`src/rtl/sepia_frame_sequencer.sv`:
```
// Frame sequencer for an HLS sepia filter: walks every pixel of the R/G/B input
// RAMs, hands each pixel to the filter and writes the result to the output RAMs.
module sepia_frame_sequencer #(
  parameter int ADDR_W      = 9,
  parameter int PIXEL_COUNT = 256
) (
  input  logic              clk,
  input  logic              reset,
  input  logic              start,
  output logic              bram_ena,
  output logic [ADDR_W-1:0] bram_addr,
  input  logic [7:0]        r_in,
  input  logic [7:0]        g_in,
  input  logic [7:0]        b_in,
  output logic              flt_start,
  input  logic              flt_ready,
  input  logic              flt_done,
  output logic [7:0]        flt_red,
  output logic [7:0]        flt_green,
  output logic [7:0]        flt_blue,
  input  logic [7:0]        flt_new_red,
  input  logic [7:0]        flt_new_green,
  input  logic [7:0]        flt_new_blue,
  output logic              out_we,
  output logic [ADDR_W-1:0] out_addr,
  output logic [7:0]        out_red,
  output logic [7:0]        out_green,
  output logic [7:0]        out_blue,
  output logic              busy,
  output logic              frame_done,
  output logic              proto_err
);

  localparam logic [ADDR_W-1:0] IDX_ZERO = ADDR_W'(0);
  localparam logic [ADDR_W-1:0] IDX_ONE  = ADDR_W'(1);
  localparam logic [ADDR_W-1:0] LAST_IDX = ADDR_W'(PIXEL_COUNT - 1);

  typedef enum logic [2:0] {
    ST_IDLE      = 3'd0,
    ST_FETCH     = 3'd1,
    ST_LATCH     = 3'd2,
    ST_ISSUE     = 3'd3,
    ST_WAIT_DONE = 3'd4,
    ST_WRITE     = 3'd5,
    ST_FINISH    = 3'd6
  } state_t;

  state_t            state_r;
  state_t            state_next_s;
  logic [ADDR_W-1:0] idx_r;
  logic [ADDR_W-1:0] idx_next_s;
  logic              capture_s;
  logic              done_violation_s;

  logic              bram_ena_r;
  logic [ADDR_W-1:0] bram_addr_r;
  logic              flt_start_r;
  logic [7:0]        flt_red_r;
  logic [7:0]        flt_green_r;
  logic [7:0]        flt_blue_r;
  logic              out_we_r;
  logic [ADDR_W-1:0] out_addr_r;
  logic [7:0]        out_red_r;
  logic [7:0]        out_green_r;
  logic [7:0]        out_blue_r;
  logic              busy_r;
  logic              frame_done_r;
  logic              proto_err_r;

  // State and pixel index registers
  always_ff @(posedge clk) begin
    if (reset) begin
      state_r <= ST_IDLE;
      idx_r   <= IDX_ZERO;
    end else begin
      state_r <= state_next_s;
      idx_r   <= idx_next_s;
    end
  end

  // Next-state, pixel index and handshake-violation decode
  always_comb begin
    state_next_s     = state_r;
    idx_next_s       = idx_r;
    capture_s        = 1'b0;
    done_violation_s = 1'b0;
    case (state_r)
      ST_IDLE: begin
        done_violation_s = flt_done;
        if (start) begin
          state_next_s = ST_FETCH;
          idx_next_s   = IDX_ZERO;
        end else begin
          state_next_s = ST_IDLE;
        end
      end
      ST_FETCH: begin
        done_violation_s = flt_done;
        state_next_s     = ST_LATCH;
      end
      ST_LATCH: begin
        done_violation_s = flt_done;
        state_next_s     = ST_ISSUE;
      end
      ST_ISSUE: begin
        // A done without ready is not a completion; keep waiting for ready.
        if (flt_ready && flt_done) begin
          state_next_s = ST_WRITE;
          capture_s    = 1'b1;
        end else if (flt_ready) begin
          state_next_s = ST_WAIT_DONE;
        end else begin
          state_next_s = ST_ISSUE;
        end
      end
      ST_WAIT_DONE: begin
        if (flt_done) begin
          state_next_s = ST_WRITE;
          capture_s    = 1'b1;
        end else begin
          state_next_s = ST_WAIT_DONE;
        end
      end
      ST_WRITE: begin
        done_violation_s = flt_done;
        if (idx_r == LAST_IDX) begin
          state_next_s = ST_FINISH;
          idx_next_s   = IDX_ZERO;
        end else begin
          state_next_s = ST_FETCH;
          idx_next_s   = idx_r + IDX_ONE;
        end
      end
      ST_FINISH: begin
        state_next_s = ST_IDLE;
        idx_next_s   = IDX_ZERO;
      end
      default: begin
        state_next_s = ST_IDLE;
        idx_next_s   = IDX_ZERO;
      end
    endcase
  end

  // Input RAM read port, registered from the upcoming state
  always_ff @(posedge clk) begin
    if (reset) begin
      bram_ena_r  <= 1'b0;
      bram_addr_r <= IDX_ZERO;
    end else begin
      bram_ena_r <= (state_next_s == ST_FETCH);
      if (state_next_s == ST_FETCH) begin
        bram_addr_r <= idx_next_s;
      end
    end
  end

  // Filter operand latch and ap_start strobe
  always_ff @(posedge clk) begin
    if (reset) begin
      flt_start_r <= 1'b0;
      flt_red_r   <= 8'd0;
      flt_green_r <= 8'd0;
      flt_blue_r  <= 8'd0;
    end else begin
      flt_start_r <= (state_next_s == ST_ISSUE);
      if (state_r == ST_LATCH) begin
        flt_red_r   <= r_in;
        flt_green_r <= g_in;
        flt_blue_r  <= b_in;
      end
    end
  end

  // Output RAM write port; results are taken on the completing handshake
  always_ff @(posedge clk) begin
    if (reset) begin
      out_we_r    <= 1'b0;
      out_addr_r  <= IDX_ZERO;
      out_red_r   <= 8'd0;
      out_green_r <= 8'd0;
      out_blue_r  <= 8'd0;
    end else begin
      out_we_r <= capture_s;
      if (capture_s) begin
        out_addr_r  <= idx_r;
        out_red_r   <= flt_new_red;
        out_green_r <= flt_new_green;
        out_blue_r  <= flt_new_blue;
      end
    end
  end

  // Status flags; proto_err is sticky until reset
  always_ff @(posedge clk) begin
    if (reset) begin
      busy_r       <= 1'b0;
      frame_done_r <= 1'b0;
      proto_err_r  <= 1'b0;
    end else begin
      busy_r       <= (state_next_s != ST_IDLE);
      frame_done_r <= (state_next_s == ST_FINISH);
      if (done_violation_s) begin
        proto_err_r <= 1'b1;
      end
    end
  end

  assign bram_ena   = bram_ena_r;
  assign bram_addr  = bram_addr_r;
  assign flt_start  = flt_start_r;
  assign flt_red    = flt_red_r;
  assign flt_green  = flt_green_r;
  assign flt_blue   = flt_blue_r;
  assign out_we     = out_we_r;
  assign out_addr   = out_addr_r;
  assign out_red    = out_red_r;
  assign out_green  = out_green_r;
  assign out_blue   = out_blue_r;
  assign busy       = busy_r;
  assign frame_done = frame_done_r;
  assign proto_err  = proto_err_r;

endmodule
```
`config.mk`:
```
export PLATFORM = sky130hd
export DESIGN_NAME = sepia_frame_sequencer
export DESIGN_NICKNAME = d
export VERILOG_FILES = /design/src/rtl/sepia_frame_sequencer.sv
export SDC_FILE = /design/constraint.sdc
export NUM_CORES = 1
export LEC_CHECK = 0
export BUFFER_PORTS_ARGS = -buffer_cell sky130_fd_sc_hd__buf_2
export CORE_UTILIZATION = 33
export DETAILED_ROUTE_END_ITERATION = 7
export GPL_TIMING_DRIVEN = 0
export SYNTH_ARGS = -nofsm -noshare
export SYNTH_HDL_FRONTEND = slang
export SYNTH_SLANG_ARGS = --single-unit
```
`constraint.sdc`:
```
create_clock -name clk -period 2.3 [get_ports clk]
set_input_delay 0.23 -clock clk [delete_from_list [all_inputs] [get_ports clk]]
set_output_delay 0.23 -clock clk [all_outputs]
set_load 0.02 [all_outputs]
```
-- Word-level counts from Yosys, hierarchy flattened
Index checks and enable logic that the tools add are counted.
Widths: inputs -> output; s select.
- eq/ne operators: 9
- reductions and logical operators: 5
- add/subtract/negate cells: 1
- multiplexer cells: 13
- operators with widths (kind ; count):
    $pmux 9 s3 ; 1
    $mux 9 ; 2
    $pmux 3 s6 ; 1
    $add 9x1->9 const B ; 1
    $eq 3x2->1 const B ; 3
    $eq 3x3->1 const B ; 3
    $eq 9x8->1 const B ; 1
    $mux 3 ; 3
    $reduce_or 4->1 ; 2
    $eq 3x1->1 const B ; 2
    $mux 1 ; 5
    $logic_not 3->1 ; 1
    $reduce_bool 3->1 ; 1
    $pmux 1 s2 ; 1
    $logic_and 1x1->1 ; 1
- input port bits: 53
- output and inout port bits: 72
- word-level logic and storage cells: 44
- register bits: 84

-- Longest topological paths before layout
- depth in word-level cells: 4
- mapped depth: 7
- depth with buffers taken out: 5

-- Least setup slack after synthesis
Ideal clock, no wire load.
- kind: flip-flop to flip-flop
- start: register idx_r[0]
- end: register idx_r[3]
- arrival time: 1526 ps
- setup time: 123 ps
- stages on the path, launching flop included: 7
- path slack: 651 ps
- clock period less this slack: 1649 ps
- required time: 2177 ps
- buffers on the path: 1
- cell sequence: dfxtp_1 > ha_1 > nand3_2 > o31a_1 > buf_4 > a41oi_1 > nor3b_2
- longest elaborated chain between the ends: 3
- elaborated cells between the ends (all ways): 4
- classes of those cells: add/sub: 1; eq/ne: 1; mux: 2
- ends and longest elaborated chain (element ; line ; source):
    start: declaration ; 50 ; logic [ADDR_W-1:0] idx_r;
    start signal: assignment ; 77 ; idx_r <= idx_next_s;
    $add 9x1->9 or $eq 9x8->1 (tied branches) ; 131, 126 ;
    $mux 9 * ; 126 ; if (idx_r == LAST_IDX) begin
    $pmux 9 s3 * ; 87 ; case (state_r)
Mark *: on every way between the ends. The rest lies on a longest branch, timed or not.
A chain may end at the register's enable or synchronous reset.

-- Worst setup path after layout
- start: register idx_r[0]
- end: register bram_addr_r[2], in the netlist bram_addr[2]
- longest elaborated chain between the ends: 4
- elaborated cells between the ends (all ways): 7
- classes of those cells: add/sub: 1; eq/ne: 2; mux: 4
- ends and longest elaborated chain (element ; line ; source):
    parallel branches: the longest is 4 deep, another holds $add 9x1->9 ; -- ;
    end signal: assignment ; 153 ; bram_addr_r <= idx_next_s;
    end: declaration ; 56 ; logic [ADDR_W-1:0] bram_addr_r;
Parallel ways; which one is timed is not known.

==> reports/qor.txt <==
Run status - finished, final reports clean
Initial antenna violation count - 0
Sequence of cells on the critical path - ha_1 > nand3_2 > o31a_1 > buf_4 > a41oi_2 > a211oi_2
Net count of the mapped netlist - 410
Proportion of synthesized chip area in sequential cells - 50.9%
Top library cells by usage in the layout, fill and taps aside - sky130_fd_sc_hd__buf_2 (129), sky130_fd_sc_hd__dfxtp_1 (84), sky130_fd_sc_hd__nand2_1 (58)
Y dimension of the die - 102 um
Standard-cell row count - 36
Hold Slack - 113 ps
Power share of the combinational group - 11.6%
Cell chosen for the clock root - sky130_fd_sc_hd__clkbuf_8
Cell type contributing the most total cell area after synthesis - sky130_fd_sc_hd__dfxtp_1
Total clock sinks - 84
Routability congestion estimate from global placement - 0.721
Arrival time of data at the critical path endpoint - 2150 ps
Critical-path top delay cell - sky130_fd_sc_hd__dfxtp_1
Share of the synthesized area in the top cell type - 50.9%
DRT iter0 DRCs - 111
Synth Instances - 356
Largest voltage drop on the vdd net - 282 uV
Worst setup startpoint - idx_r[0]
Area of the mapped netlist - 0.00330 mm2
Placed insts - 612
DIE AREA - 0.0104 mm2
Instance count on the critical path - 6
Final period utilization - 84.4%
Total core area - 0.00973 mm2
Data required, critical path - 2510 ps
Syn_area_per_cell - 9.27 um2
Internal cell power - 0.00228 W
Post-DR wirelength/cell - 12.5 um
Biggest fanout along the worst timing path - 10
Post-synthesis to final-layout area growth - 30.3%
Register share of total power - 50.5%
Number of failing hold endpoints at the final stage - 0
Delay-heaviest family, CP - compound AO/OA/AOI/OAI gates
Startpoint of the lowest-slack register-to-register path - idx_r[0]
Fin util - 44.2%
Number of storage elements in the synthesis netlist - 84
Unrepaired setup endpoints after global routing - false
Clock slew at reported path FFs - 80 ps
Primary flip-flop cell chosen by synthesis mapping - sky130_fd_sc_hd__dfxtp_1
Total of hold buffers inserted after clock tree synthesis - 0
TritonCTS clock tree - yes
Post-route total power - 0.00302 W
Leakage Power - 2.13 nW
H-tree Lvls - 3
Maximum frequency from static timing analysis - 515 MHz
Max-cap violations - 0
Overall routed net length - 7.86 mm
Setup-violating endpoint count in the final report - 0
Critical Setup Path Class - reg2reg
Max Clock Skew - 10.7 ps
Post-CTS Resized - 0
Skew-Pair Late Insertion Delay - 340 ps
Total vias in the final route - 2908
Global-route wire length before repair - 12.2 mm
Switching Power - 0.000741 W
Minimum clock period after layout - 1940 ps
Fraction of registers with async set or reset after synthesis - 0%
Diodes inserted - 0
Final setup TNS - 0 ps
Total global routing track utilization - 15.2%
Number of slew-limit violations in the final report - 0
Number of warnings reported in the yosys synthesis log - 0
Number of nets in the layout - 544
EDFF count, synth - 0
Die boundary width - 102 um
Element type at the critical path end - flip-flop
Layout cell share with drive strength beyond 1 - 32.7%
Via count of the first global-routing pass - 2622
Total power density per cell area - 702 mW/mm2
GR Overflow Total - 0
Buffer count from post-CTS setup fixing - 0
Sw Share - 24.6%
Cells taking the most area after synthesis - sky130_fd_sc_hd__dfxtp_1 (51%), sky130_fd_sc_hd__mux2i_1 (10%), sky130_fd_sc_hd__nand2_1 (6.6%)
Nature of the critical path startpoint - flip-flop
Number of top-level pins - 125
Worst flop-to-flop path endpoint - bram_addr[2]
Last element of the critical path - bram_addr[2]
Number of buffers inserted by port buffering - 123
Via density - 4.63
Pin slew with the least headroom to its limit - 648 ps
Maximum clock insertion buffer count - 2
Largest net degree at the start of global routing - 14
Final antenna-violating net count - 0
Synth cell types - 52
Filler cell count in the final layout - 1020
DR DRC count - 0
Worst hold path type - in2reg
Router iterations before antenna repair - 4
Slack of the worst reg-to-reg path - 360 ps
Initial standard-cell utilization of the core - 33.9%
Worst path buffer plus inverter count - 1
Worst stage delay on the critical path - 490 ps
Clock group share of total power - 37.9%
Finished Layout Cells - 628
Most common cell after layout, fill and taps aside - sky130_fd_sc_hd__buf_2
Relative slew margins - 56.8%
Worst Reg-to-Reg Cells - 6
Number of buffers inserted during clock tree synthesis - 9
Final HPWL DP - 5.84 mm
state kept, by name, indices dropped and copies added (netlist names):
| signal | count |
|---|---|
| flt_start | 1 |
| out_we | 1 |
| idx_r | 9 |
| out_addr | 9 |
| out_green | 8 |
| bram_addr | 9 |
| frame_done | 1 |
| state_r | 3 |
| busy | 1 |
| flt_red | 8 |
| flt_green | 8 |
| proto_err | 1 |
| out_red | 8 |
| out_blue | 8 |
| bram_ena | 1 |
| flt_blue | 8 |
worst min path at each step:
| stage | startpoint | to | slack, ps | cells after the start |
|---|---|---|---|---|
| after global routing | flt_new_blue[1] | out_blue[1] | 110 | 3 |
| after CTS | flt_new_blue[0] | out_blue[0] | 100 | 3 |
| after floorplan | b_in[0] | flt_blue[0] | 370 | 2 |
| final | flt_new_blue[0] | out_blue[0] | 110 | 3 |
| after detailed placement | flt_red[6] | flt_red[6] | 440 | 2 |
| after global placement | flt_red[4] | flt_red[4] | 440 | 2 |
through the flow:
stage	instance area [um2]	setup WS, ps
floorplan	3300	651
global placement	4080	352
detailed placement	4080	355
CTS	4300	348
global route	4300	125
finish	4300	359
power by group through the flow:
stage	combinational, W	sequential (W)	clock (W)
after floorplan	0.000165	0.00161	0
after global placement	0.000350	0.00156	0
after detailed placement	0.000356	0.00156	0
after CTS	0.000357	0.00153	0.00118
after global routing	0.000390	0.00153	0.00123
final	0.000351	0.00152	0.00114
cell usage after synthesis, types with 2 or more instances:
cell / instances
sky130_fd_sc_hd__nand3_1: 9
sky130_fd_sc_hd__o221ai_1: 2
sky130_fd_sc_hd__clkbuf_1: 12
sky130_fd_sc_hd__buf_4: 7
sky130_fd_sc_hd__and4b_1: 2
sky130_fd_sc_hd__nand2b_1: 3
sky130_fd_sc_hd__o31a_1: 2
sky130_fd_sc_hd__a211oi_1: 2
sky130_fd_sc_hd__a21oi_1: 40
sky130_fd_sc_hd__dfxtp_1: 84
sky130_fd_sc_hd__mux2i_1: 34
sky130_fd_sc_hd__nor3_1: 5
sky130_fd_sc_hd__o21a_1: 2
sky130_fd_sc_hd__buf_2: 6
sky130_fd_sc_hd__nor3b_1: 2
sky130_fd_sc_hd__nor2b_1: 2
sky130_fd_sc_hd__nand2_1: 58
sky130_fd_sc_hd__nor2_1: 42
sky130_fd_sc_hd__inv_1: 3
sky130_fd_sc_hd__o21ai_0: 6
sky130_fd_sc_hd__a21boi_0: 2
kinds of logic after synthesis:
kind of cell / share of synthesized area (%)
mux: 10.7
compound gates: 13.2
buf+inv: 4.32
flops: 50.9
xor+xnor: 0.265
fa+ha+maj: 0.379
simple gates: 20.2
routing by layer:
metal	track usage [%]	wire [um]	up-vias
li1	-	-	1487
met1	18.8	3580	1296
met2	24.7	3440	112
met3	4.51	669	13
met4	6.26	165	0
met5	0	0	-
worst register-to-register path: cells and delay by family, from the launching register on:
kind / cells / cell delay (ps)
compound gates: 3 / 630
simple gates: 1 / 220
flops: 1 / 490
fa+ha+maj: 1 / 300
buf+inv: 1 / 180
cell type report:
cell class / count / area, um2 / share of cell area, %
Timing Repair Buffer: 123 / 616 / 14.3
Buffer: 26 / 131 / 3.05
Multi-Input combinational cell: 243 / 1480 / 34.3
Inverter: 3 / 11.3 / 0.262
Clock buffer: 12 / 145 / 3.38
Clock inverter: 4 / 72.6 / 1.69
Tap cell: 133 / 166 / 3.87
Sequential cell: 84 / 1680 / 39.1
Note: power is estimated with default switching activity, not from simulation.
